===== src/rtl/musicbox_pkg.sv =====
// Shared definitions for the music box sequencer.
// Holds the FSM state type, the special note codes, the field layout of a song
// ROM entry and the octave-0 half-period table builder used by note_div_lut.
package musicbox_pkg;

  typedef enum logic [1:0] {
    IDLE,
    FETCH,
    LOAD,
    PLAY
  } state_t;

  localparam logic [6:0] NOTE_REST = 7'h00;
  localparam logic [6:0] NOTE_END  = 7'h7F;

  // ROM entry layout: {dur[3:0], note[6:0]}, note = {oct[2:0], semi[3:0]}
  localparam int ENTRY_W   = 11;
  localparam int NOTE_LSB  = 0;
  localparam int NOTE_W    = 7;
  localparam int DUR_LSB   = 7;
  localparam int DUR_W     = 4;
  localparam int SEMI_W    = 4;
  localparam int OCT_W     = 3;
  localparam int NUM_SEMIS = 12;

  // Half-period clock count for semitone 'semi' of octave 0, rounded to nearest.
  // Frequencies are equal temperament around A0 = 27.5 Hz, held in micro-hertz
  // so the whole computation stays in integer arithmetic at elaboration time.
  function automatic longint unsigned base_div(input int semi, input longint unsigned clk_hz);
    longint unsigned f_uhz;
    case (semi)
      0:       f_uhz = 64'd16351598;
      1:       f_uhz = 64'd17323914;
      2:       f_uhz = 64'd18354048;
      3:       f_uhz = 64'd19445436;
      4:       f_uhz = 64'd20601722;
      5:       f_uhz = 64'd21826764;
      6:       f_uhz = 64'd23124651;
      7:       f_uhz = 64'd24499715;
      8:       f_uhz = 64'd25956544;
      9:       f_uhz = 64'd27500000;
      10:      f_uhz = 64'd29135235;
      default: f_uhz = 64'd30867706;
    endcase
    return (clk_hz * 64'd1000000 + f_uhz) / (64'd2 * f_uhz);
  endfunction

endpackage


===== src/rtl/musicbox_if.sv =====
// Bus between the sequencer and its surroundings (control, song ROM, tone
// generator, beat LED).
//   master (sequencer): in  start, stop, loop_en, rom_data
//                       out rom_addr, tone_div, tone_en, busy, done, led
//   slave  (system):    the mirror image of master
interface musicbox_if
  import musicbox_pkg::*;
#(
  parameter int ADDR_W = 8,
  parameter int DIV_W  = 20
);

  logic               start;
  logic               stop;
  logic               loop_en;
  logic [ADDR_W-1:0]  rom_addr;
  logic [ENTRY_W-1:0] rom_data;
  logic [DIV_W-1:0]   tone_div;
  logic               tone_en;
  logic               busy;
  logic               done;
  logic               led;

  modport master (
    input  start, stop, loop_en, rom_data,
    output rom_addr, tone_div, tone_en, busy, done, led
  );

  modport slave (
    output start, stop, loop_en, rom_data,
    input  rom_addr, tone_div, tone_en, busy, done, led
  );

endinterface


===== src/rtl/note_div_lut.sv =====
// Combinational note decoder.
//   note     in  7-bit note code {oct, semi}
//   is_rest  out high for the rest code and for semitones 12..15
//   tone_div out half-period count BASE[semi] >> oct (0 for rests)
module note_div_lut
  import musicbox_pkg::*;
#(
  parameter int CLK_HZ = 25000000,
  parameter int DIV_W  = 20
) (
  input  logic [NOTE_W-1:0] note,
  output logic              is_rest,
  output logic [DIV_W-1:0]  tone_div
);

  localparam longint unsigned CLK = longint'(CLK_HZ);

  localparam logic [DIV_W-1:0] BASE [NUM_SEMIS] = '{
    DIV_W'(base_div(0, CLK)),  DIV_W'(base_div(1, CLK)),  DIV_W'(base_div(2, CLK)),
    DIV_W'(base_div(3, CLK)),  DIV_W'(base_div(4, CLK)),  DIV_W'(base_div(5, CLK)),
    DIV_W'(base_div(6, CLK)),  DIV_W'(base_div(7, CLK)),  DIV_W'(base_div(8, CLK)),
    DIV_W'(base_div(9, CLK)),  DIV_W'(base_div(10, CLK)), DIV_W'(base_div(11, CLK))
  };

  logic [OCT_W-1:0]  oct;
  logic [SEMI_W-1:0] semi;

  assign oct  = note[NOTE_W-1 -: OCT_W];
  assign semi = note[SEMI_W-1:0];

  // Higher octaves halve the period, so each octave step is one right shift.
  always_comb begin
    is_rest  = 1'b0;
    tone_div = '0;
    if (note == NOTE_REST || semi >= SEMI_W'(NUM_SEMIS)) begin
      is_rest = 1'b1;
    end else begin
      tone_div = BASE[semi] >> oct;
    end
  end

endmodule


===== src/rtl/musicbox_sequencer.sv =====
// Song playback controller: walks the song ROM, decodes each entry into a
// tone divider and a duration, and times each note against a tempo tick.
//   clk, rst_n   clock and asynchronous active-low reset
//   bus.master   start/stop/loop_en controls, ROM address/data,
//                tone_div/tone_en to the tone generator, busy, done, led
module musicbox_sequencer
  import musicbox_pkg::*;
#(
  parameter int CLK_HZ      = 25000000,
  parameter int TICK_CYCLES = 1562500,
  parameter int ADDR_W      = 8,
  parameter int SONG_LEN    = 256,
  parameter int DIV_W       = 20
) (
  input logic        clk,
  input logic        rst_n,
  musicbox_if.master bus
);

  localparam int TICK_W = (TICK_CYCLES > 1) ? $clog2(TICK_CYCLES) : 1;
  localparam logic [TICK_W-1:0] TICK_LAST = TICK_W'(TICK_CYCLES - 1);
  localparam logic [ADDR_W-1:0] ADDR_LAST = ADDR_W'(SONG_LEN - 1);

  state_t              state_q, state_d;
  logic [ADDR_W-1:0]   rom_addr_q, rom_addr_d;
  logic [DIV_W-1:0]    tone_div_q, tone_div_d;
  logic                rest_q, rest_d;
  logic                multi_q, multi_d;
  logic [4:0]          beats_q, beats_d;
  logic [TICK_W-1:0]   tick_q, tick_d;
  logic                led_q, led_d;
  logic                done_q, done_d;

  logic [NOTE_W-1:0]   entry_note;
  logic [DUR_W-1:0]    entry_dur;
  logic                lut_rest;
  logic [DIV_W-1:0]    lut_div;
  logic                tick_wrap;
  logic                last_unit;

  assign entry_note = bus.rom_data[NOTE_LSB +: NOTE_W];
  assign entry_dur  = bus.rom_data[DUR_LSB +: DUR_W];
  assign tick_wrap  = (tick_q == TICK_LAST);
  assign last_unit  = (beats_q == 5'd1);

  note_div_lut #(
    .CLK_HZ (CLK_HZ),
    .DIV_W  (DIV_W)
  ) u_lut (
    .note     (entry_note),
    .is_rest  (lut_rest),
    .tone_div (lut_div)
  );

  // State and counter registers; reset clears every output immediately.
  always_ff @(posedge clk or negedge rst_n) begin
    if (!rst_n) begin
      state_q    <= IDLE;
      rom_addr_q <= '0;
      tone_div_q <= '0;
      rest_q     <= 1'b0;
      multi_q    <= 1'b0;
      beats_q    <= '0;
      tick_q     <= '0;
      led_q      <= 1'b0;
      done_q     <= 1'b0;
    end else begin
      state_q    <= state_d;
      rom_addr_q <= rom_addr_d;
      tone_div_q <= tone_div_d;
      rest_q     <= rest_d;
      multi_q    <= multi_d;
      beats_q    <= beats_d;
      tick_q     <= tick_d;
      led_q      <= led_d;
      done_q     <= done_d;
    end
  end

  // Next-state logic. stop overrides everything, including a start in IDLE.
  // The last ROM address is treated as END, so rom_addr never wraps.
  always_comb begin
    state_d    = state_q;
    rom_addr_d = rom_addr_q;
    tone_div_d = tone_div_q;
    rest_d     = rest_q;
    multi_d    = multi_q;
    beats_d    = beats_q;
    tick_d     = tick_q;
    led_d      = led_q;
    done_d     = 1'b0;

    if (bus.stop) begin
      state_d    = IDLE;
      rom_addr_d = '0;
      led_d      = 1'b0;
      beats_d    = '0;
      tick_d     = '0;
    end else begin
      case (state_q)
        IDLE: begin
          rom_addr_d = '0;
          led_d      = 1'b0;
          if (bus.start) begin
            state_d = FETCH;
          end
        end
        FETCH: begin
          state_d = LOAD;
        end
        LOAD: begin
          if (entry_note == NOTE_END || rom_addr_q == ADDR_LAST) begin
            rom_addr_d = '0;
            if (bus.loop_en) begin
              state_d = FETCH;
            end else begin
              state_d = IDLE;
              done_d  = 1'b1;
              led_d   = 1'b0;
            end
          end else begin
            // Rests leave the previous divider in place.
            if (!lut_rest) begin
              tone_div_d = lut_div;
            end
            rest_d  = lut_rest;
            beats_d = (entry_dur == '0) ? 5'd16 : {1'b0, entry_dur};
            multi_d = (entry_dur != 4'd1);
            tick_d  = '0;
            state_d = PLAY;
          end
        end
        PLAY: begin
          if (tick_wrap) begin
            tick_d  = '0;
            led_d   = ~led_q;
            beats_d = beats_q - 5'd1;
            if (last_unit) begin
              rom_addr_d = rom_addr_q + ADDR_W'(1);
              state_d    = FETCH;
            end
          end else begin
            tick_d = tick_q + TICK_W'(1);
          end
        end
        default: begin
          state_d = IDLE;
        end
      endcase
    end
  end

  // Multi-unit notes go silent for their whole final unit (articulation gap);
  // single-unit notes only drop out on the closing tick.
  assign bus.tone_en  = (state_q == PLAY) && !rest_q &&
                        !(last_unit && (multi_q || tick_wrap));
  assign bus.busy     = (state_q != IDLE);
  assign bus.done     = done_q;
  assign bus.led      = led_q;
  assign bus.rom_addr = rom_addr_q;
  assign bus.tone_div = tone_div_q;

endmodule


===== src/flat_wrapper.sv =====
// flat-port wrapper written by rule: the top's interface ports become plain ports
module musicbox_sequencer_flat import musicbox_pkg::*;
#(
  parameter int CLK_HZ      = 25000000,
  parameter int TICK_CYCLES = 1562500,
  parameter int ADDR_W      = 8,
  parameter int SONG_LEN    = 256,
  parameter int DIV_W       = 20
)
  (clk, rst_n, bus_start, bus_stop, bus_loop_en, bus_rom_data, bus_rom_addr, bus_tone_div, bus_tone_en, bus_busy, bus_done, bus_led);
  musicbox_if #(.ADDR_W(ADDR_W), .DIV_W(DIV_W)) bus_i ();
  input logic clk;
  input logic rst_n;
  input wire logic [$bits(bus_i.start)-1:0] bus_start;
  input wire logic [$bits(bus_i.stop)-1:0] bus_stop;
  input wire logic [$bits(bus_i.loop_en)-1:0] bus_loop_en;
  input wire logic [$bits(bus_i.rom_data)-1:0] bus_rom_data;
  output wire logic [$bits(bus_i.rom_addr)-1:0] bus_rom_addr;
  output wire logic [$bits(bus_i.tone_div)-1:0] bus_tone_div;
  output wire logic [$bits(bus_i.tone_en)-1:0] bus_tone_en;
  output wire logic [$bits(bus_i.busy)-1:0] bus_busy;
  output wire logic [$bits(bus_i.done)-1:0] bus_done;
  output wire logic [$bits(bus_i.led)-1:0] bus_led;
  assign bus_i.start = bus_start;
  assign bus_i.stop = bus_stop;
  assign bus_i.loop_en = bus_loop_en;
  assign bus_i.rom_data = bus_rom_data;
  assign bus_rom_addr = bus_i.rom_addr;
  assign bus_tone_div = bus_i.tone_div;
  assign bus_tone_en = bus_i.tone_en;
  assign bus_busy = bus_i.busy;
  assign bus_done = bus_i.done;
  assign bus_led = bus_i.led;
  musicbox_sequencer #(.CLK_HZ(CLK_HZ), .TICK_CYCLES(TICK_CYCLES), .ADDR_W(ADDR_W), .SONG_LEN(SONG_LEN), .DIV_W(DIV_W)) u_core (.clk(clk), .rst_n(rst_n), .bus(bus_i));
endmodule

===== config.mk =====
export PLATFORM = sky130hd
export DESIGN_NAME = musicbox_sequencer_flat
export DESIGN_NICKNAME = d
export VERILOG_FILES = /design/src/rtl/musicbox_pkg.sv /design/src/rtl/musicbox_if.sv /design/src/rtl/note_div_lut.sv /design/src/rtl/musicbox_sequencer.sv /design/src/flat_wrapper.sv
export SDC_FILE = /design/constraint.sdc
export NUM_CORES = 1
export LEC_CHECK = 0
export ABC_AREA = 1
export BUFFER_PORTS_ARGS = -buffer_cell sky130_fd_sc_hd__buf_2
export CAP_MARGIN = 20
export CORE_MARGIN = 2
export CORE_UTILIZATION = 39
export CTS_CLUSTER_SIZE = 24
export DETAILED_ROUTE_END_ITERATION = 6
export GPL_ROUTABILITY_DRIVEN = 0
export PLACE_DENSITY = 0.62
export SETUP_SLACK_MARGIN = 0.5
export SYNTH_ARGS = -nofsm -noshare
export SYNTH_HDL_FRONTEND = slang
export SYNTH_SLANG_ARGS = --single-unit

===== constraint.sdc =====
create_clock -name clk -period 2.4 [get_ports clk]
set_input_delay 0.12 -clock clk [delete_from_list [all_inputs] [get_ports clk]]
set_output_delay 0.12 -clock clk [all_outputs]
set_load 0.03 [all_outputs]

==> results of run 1 <==
## kinds of logic after synthesis
family                   synth area share, %
buffers and inverters                   9.25
XOR/XNOR                               0.193
AND/OR/NAND/NOR                         42.7
adder cells (fa/ha/maj)                 4.14
AO/OA/AOI/OAI                           10.6
flip-flops                              33.1
## where the power goes
part	leakage (uW)	switching, uW	total [uW]	internal, uW
Sequential	0.000797	155	1370	1220
Combinational	0.00167	1030	1520	485
Clock	0.000158	457	1370	914
Total	0.00263	1640	4260	2620
## cell usage in the layout, fill, tap and decap left out, drive strengths merged
cell and instances:
nor2 82, nand3 91, ha 15, o21ai 42, inv 66, buf 67, or2 15, nand4 19
a31oi 1, nor3 10, bufinv 1, o31ai 1, nor3b 1, a21oi 23, a22oi 1, nor4 1
o211ai 3, xor2 1, o21bai 4, nand3b 1, clkinvlp 1, clkbuf 13, dlygate4sd3 2, dfrtp 60
o21a 1, clkinv 1, nand2 215
## sequential cells by signal, indices dropped and copies added, names as in the netlist
| register | flops |
|---|---|
| u_core.bus.led | 1 |
| u_core.rest_q | 1 |
| u_core.bus.rom_addr | 8 |
| u_core.tick_q | 21 |
| u_core.state_q | 2 |
| u_core.bus.done | 1 |
| u_core.multi_q | 1 |
| u_core.bus.tone_div | 20 |
| u_core.beats_q | 5 |
## how the worst min path moves through the flow
stage	start	depth (start not counted)	slack [ps]	end
6_report	bus_rom_data[8]	3	130	u_core.beats_q[1]
5_1_grt	bus_rom_data[9]	3	140	u_core.beats_q[2]
4_1_cts	bus_rom_data[8]	3	120	u_core.beats_q[1]
3_5_place_dp	rst_n	1	170	u_core.bus.rom_addr[5]
3_3_place_gp	rst_n	1	170	u_core.bus.rom_addr[5]
2_1_floorplan	rst_n	0	-180	u_core.beats_q[0]
## critical path: stages (launching register included)
cell	delay, ps
dfrtp_1	380
ha_2	210
nand3_1	110
nor2_2	160
nand3_2	140
a21oi_2	160
nor3_2	60
buf_4	170
## metrics by stage
stage	total power, uW	area [um2]
floorplan	2410	4530
detailed placement	2810	4850
CTS	4220	5260
global placement	2790	4850
global route	4500	5410
finish	4260	5410
## synth_stat cells, types with 2 or more instances
cell / instances / area share (%)
nand4_1: 19 / 2.6
nand3_1: 88 / 9.7
nor2_4: 2 / 0.50
a21oi_2: 9 / 1.7
o21ai_0: 25 / 2.8
dfrtp_1: 60 / 33
buf_4: 9 / 1.5
ha_1: 15 / 4.1
nand3_4: 2 / 0.77
nor2_1: 77 / 6.4
clkbuf_1: 5 / 0.41
o21ai_2: 8 / 1.5
inv_1: 61 / 5.1
o21ai_1: 9 / 0.99
o211ai_1: 3 / 0.50
nor2_2: 3 / 0.41
buf_2: 3 / 0.33
or2_2: 15 / 2.1
a21oi_1: 13 / 1.4
nand2_1: 208 / 17
nand2_2: 6 / 0.83
inv_2: 4 / 0.33
buf_6: 5 / 1.2
o21bai_1: 4 / 0.66
nor3_1: 9 / 0.99
## timing repair
item | CTS | global route
gates resized for setup | 1 | 25
hold endpoints to repair | 24 | 0
hold buffers | 2 | 0
cloned | 0 | 1
pin swaps | 2 | 4
setup endpoints to repair | 43 | 45
buffers inserted | 6 | 6
## cell type report
| type | instances | share of cell area (%) |
|---|---|---|
| Clock inverter | 3 | 0.786 |
| Multi-Input combinational cell | 527 | 49.7 |
| Clock buffer | 13 | 5.18 |
| Sequential cell | 60 | 27.8 |
| Inverter | 66 | 4.67 |
| Timing Repair Buffer | 69 | 8.60 |
| Tap cell | 143 | 3.31 |
## per-layer routing
layer / track usage [%] / wire, um
met4: 7.90 / 245
met1: 27.3 / 5720
met5: 0 / 0
met3: 3.97 / 710
met2: 32.3 / 5780
==> flow_summary.yaml, run 1 <==
run_status:
  status: "finished, final reports clean"
cts:
  clock_sinks: 60
  tritoncts: "built"
  clk_pin_slew_worst_paths_ps: 50
  cts_buffer_depth: 2
  clk_latency_ps: 330
  cts-root-buf: "clkbuf_16"
  htreeDepth: 3
  cts_buffers: 9
synth:
  yosysWarnings: 0
  synth_cells: 676
  ys_ff_latch: 60
  synth-main-ff-cell: "dfrtp_1"
  synth_cell_type_count: 39
  ys_seq_area_share_pct: 33.1
  synth_edf_count: 0
  ys_async_sr_fraction_pct: 100
  syn_area_um2: 4530
  synth_nets: 707
  avgSynthCellArea_um2: 6.70
timing:
  final-hold-violation-count: 0
  fin_skew_ps: 5.21
  rsz0062_at_grt: "yes"
  worst_slew_pin_slew_ps: 596
  period_share_pct: 76.8
  setup_viol: 0
  max_freq_mhz: 542
  finalSetupTns_ps: 0
  fin_crit_ps: 1840
  slew_violations: 0
  relSlewSlack_pct: 60.3
  whs_ps: 128
  fin_ws_ps: 556
layout:
  syn_to_final_growth_pct: 19.4
  seq_area_um2: 1500
  utilization_pct: 47.6
  multi_input_area_um2: 2690
  finalNetCount: 764
  fin_cells: 881
  drive_gt1_share_pct: 20.7
  fillers: 1143
  diodes: 0
global_route:
  grt_max_degree: 38
  grtUsageTotal_pct: 20.3
  grt.overflow.total: 0
  grt_pass1_vias: 4455
  grt_pass1_wl_um: 20900
  antenna_found_initial: 0
run:
  max_cap_violations: 0
detailed_routing:
  viasPerCell: 5.30
  drtPass1Iterations: 5
  finalWirelength_um: 12500
  drtAntennaViolNets: 0
  post-route-drc-count: 0
  avgRoutedWirePerCell_um: 14.1
  vias: 4667
  drtIter0Drc: 331
die:
  start_util_pct: 39.9
  die_x_um: 112
  core_um2: 11400
  rows: 39
  fp.dieH_um: 112
  io_pins: 48
  die_area_um2: 12500
critical_path:
  crit_start: "u_core.tick_q[0]"
  regToRegStartpoint: "u_core.state_q[0]"
  end_kind: "primary output"
  criticalPathCategory: "flop to primary output"
  worstPathArrival_ps: 1720
  endpoint: "bus_tone_en"
  critical_path.max_fanout: 3
  cp-start-kind: "flop"
  timing.rr.end: "u_core.bus.tone_div[9]"
  worst_ep_required_time_ps: 2280
  rrSetupSlack_ps: 630
  reg2reg_depth: 10
worst_hold_path:
  hold_class: "primary input to flop"
power:
  cellLeakagePower_uw: 0.00263
  peakVddDrop_mv: 0.581
  p_per_area_nw_per_um2: 787
placement:
  hpwl_um: 9140
  pre_cts_ws_ps: 364
  portBuffers: 47
  placed_cells: 850
Power figures use the tool's default switching activity.
==> run 2: changes to the inputs <==
--- a/config.mk
+++ b/config.mk
@@ -13,7 +13,7 @@
 export CTS_CLUSTER_SIZE = 24
 export DETAILED_ROUTE_END_ITERATION = 6
 export GPL_ROUTABILITY_DRIVEN = 0
-export PLACE_DENSITY = 0.62
+export PLACE_DENSITY = 0.64
 export SETUP_SLACK_MARGIN = 0.5
 export SYNTH_ARGS = -nofsm -noshare
 export SYNTH_HDL_FRONTEND = slang
==> constraint.sdc (replaced) <==
create_clock -name clk -period 1.55 [get_ports clk]
set_input_delay 0.0775 -clock clk [delete_from_list [all_inputs] [get_ports clk]]
set_output_delay 0.0775 -clock clk [all_outputs]
set_load 0.03 [all_outputs]
==> run 2 against run 1 <==
  * The run now ends with setup timing left
  * Clock-buffer cell count fell by 4
  * Sequential power rose by 55%
  * Clock power up 71%
  * Hold slack worse by 73 ps
  * Register-to-register slack worse by 830 ps
  * Sequential share of layout area fell by 6.1 points
  * Core utilization is 14 points higher
  * Global-route usage up 2.8 points
  * Clock skew up 2.9 ps
  * Non-clock buffer count rose by 98
  * Power rose by 82%
  * Critical path type unchanged
  * Largest cell class unchanged
  * Largest power group unchanged
==> flow_summary.yaml, run 2 (same netlist as run 1, synthesis figures left out) <==
cts:
  htreeDepth: 3
  clk_latency_ps: 340
  cts-root-buf: "clkbuf_16"
  cts_buffer_depth: 2
  cts_buffers: 9
  clock_sinks: 60
  clk_pin_slew_worst_paths_ps: 50
  tritoncts: "built"
layout:
  diodes: 0
  largest_reg_flops: 21
  drive_gt1_share_pct: 40.7
  most-common-layout-cells: "nand2_1, buf_4, nand3_1"
  largest-register: "u_core.tick_q"
  final_common_cell: "nand2_1"
  finalNetCount: 864
  syn_to_final_growth_pct: 53.6
critical_path:
  worst_ep_required_time_ps: 1470
  worstPathArrival_ps: 1690
  criticalPathCategory: "flop to primary output"
  cp-start-kind: "flop"
  critical_path.max_fanout: 2
  end_kind: "primary output"
global_route:
  grtUsageTotal_pct: 23.1
  grt_pass1_vias: 5050
  grt.overflow.total: 0
  antenna_found_initial: 0
  grt_pass1_wl_um: 23700
  grt_max_degree: 61
detailed_routing:
  drtPass1Iterations: 5
  drtIter0Drc: 367
  post-route-drc-count: 0
  viasPerCell: 5.23
  drtAntennaViolNets: 0
  avgRoutedWirePerCell_um: 14.9
  finalWirelength_um: 14600
  vias: 5126
die:
  rows: 39
  start_util_pct: 39.9
  core_um2: 11400
  fp.dieH_um: 112
  io_pins: 48
  die_x_um: 112
  die_area_um2: 12500
timing:
  slew_violations: 0
  relSlewSlack_pct: 61.7
  period_share_pct: 114
  max_freq_mhz: 567
  fin_crit_ps: 1760
  fin_skew_ps: 8.06
  rsz0062_at_grt: "yes"
  fin_ws_ps: -213
  setup_viol: 58
  final-hold-violation-count: 0
  worst_slew_pin_slew_ps: 568
placement:
  pre_cts_ws_ps: -155
  hpwl_um: 9600
  portBuffers: 47
worst_hold_path:
  hold_class: "primary input to flop"
run_status:
  status: "finished, violations left"
  violations: "setup timing"
power:
  finalPower_uw: 7740
  cellLeakagePower_uw: 0.00328
  peakVddDrop_mv: 0.997
  p_per_area_nw_per_um2: 1110
run:
  max_cap_violations: 0
run 2: power by group:
group          total, uW  internal [uW]  switching [uW]
Clock               2340           1560             774
Sequential          2120           1880             242
Combinational       3280           1340            1940
Total               7740           4790            2960
run 2: routing by layer:
metal  part of all wire, %  track usage [%]  wire length (um)
met1                    43             28.9              6330
met2                    49             39.5              7200
met3                   4.5             3.97               660
met4                   2.9             9.71               425
met5                     0                0                 0
run 2: through the flow:
step | TNS [ps] | cell area (um2) | utilization (%) | std cells | hold slack [ps]
6_report | -6540 | 6960 | 61.2 | 981 | 55.2
5_1_grt | -11120 | 6960 | 61.2 | 981 | 80.3
4_1_cts | -2730 | 6590 | 58.0 | 966 | 57.5
3_5_place_dp | -3530 | 5600 | 49.3 | 932 | 115
3_3_place_gp | -1440 | 5600 | 49.3 | 932 | 113
2_1_floorplan | -2470 | 4680 | - | 676 | -218
run 2: what timing repair did:
action | in CTS | in global routing
setup endpoints to repair | 70 | 72
gates cloned | 6 | 1
pin swaps | 57 | 23
gates resized for setup | 127 | 59
setup buffers | 10 | 14
hold buffers | 2 | 0
endpoints found under the hold margin | 61 | 0
run 2: path summary, 6_finish.rpt:
kind / slack (ps) / cells past startpoint / start / endpoint
min in group asynchronous: 290 / 3 / rst_n / u_core.bus.rom_addr[5]
setup reg to reg: -200 / 10 / u_core.state_q[0] / u_core.bus.tone_div[11]
setup / recovery: -210 / 9 / u_core.tick_q[15] / bus_tone_en
hold reg to reg: 490 / 2 / u_core.bus.tone_div[1] / u_core.bus.tone_div[1]
max in group asynchronous: 980 / 3 / rst_n / u_core.bus.rom_addr[4]
hold / removal: 60 / 3 / bus_rom_data[10] / u_core.beats_q[3]
run 2: cell type report:
class                           count  area [um2]
Fill cell                         956        4410
Multi-Input combinational cell    529        3190
Sequential cell                    60        1510
Timing Repair Buffer              167        1470
Inverter                           66         268
Clock buffer                        9         225
Tap cell                          143         179
Clock inverter                      7         115
run 2: worst max-delay path: stages (launching register included):
cell	delay [ps]
dfrtp_1	350
nand2_1	80
inv_1	100
nand3_1	100
nor2_2	140
nand3_2	110
buf_6	140
a21oi_4	130
nor3_4	50
buf_6	140
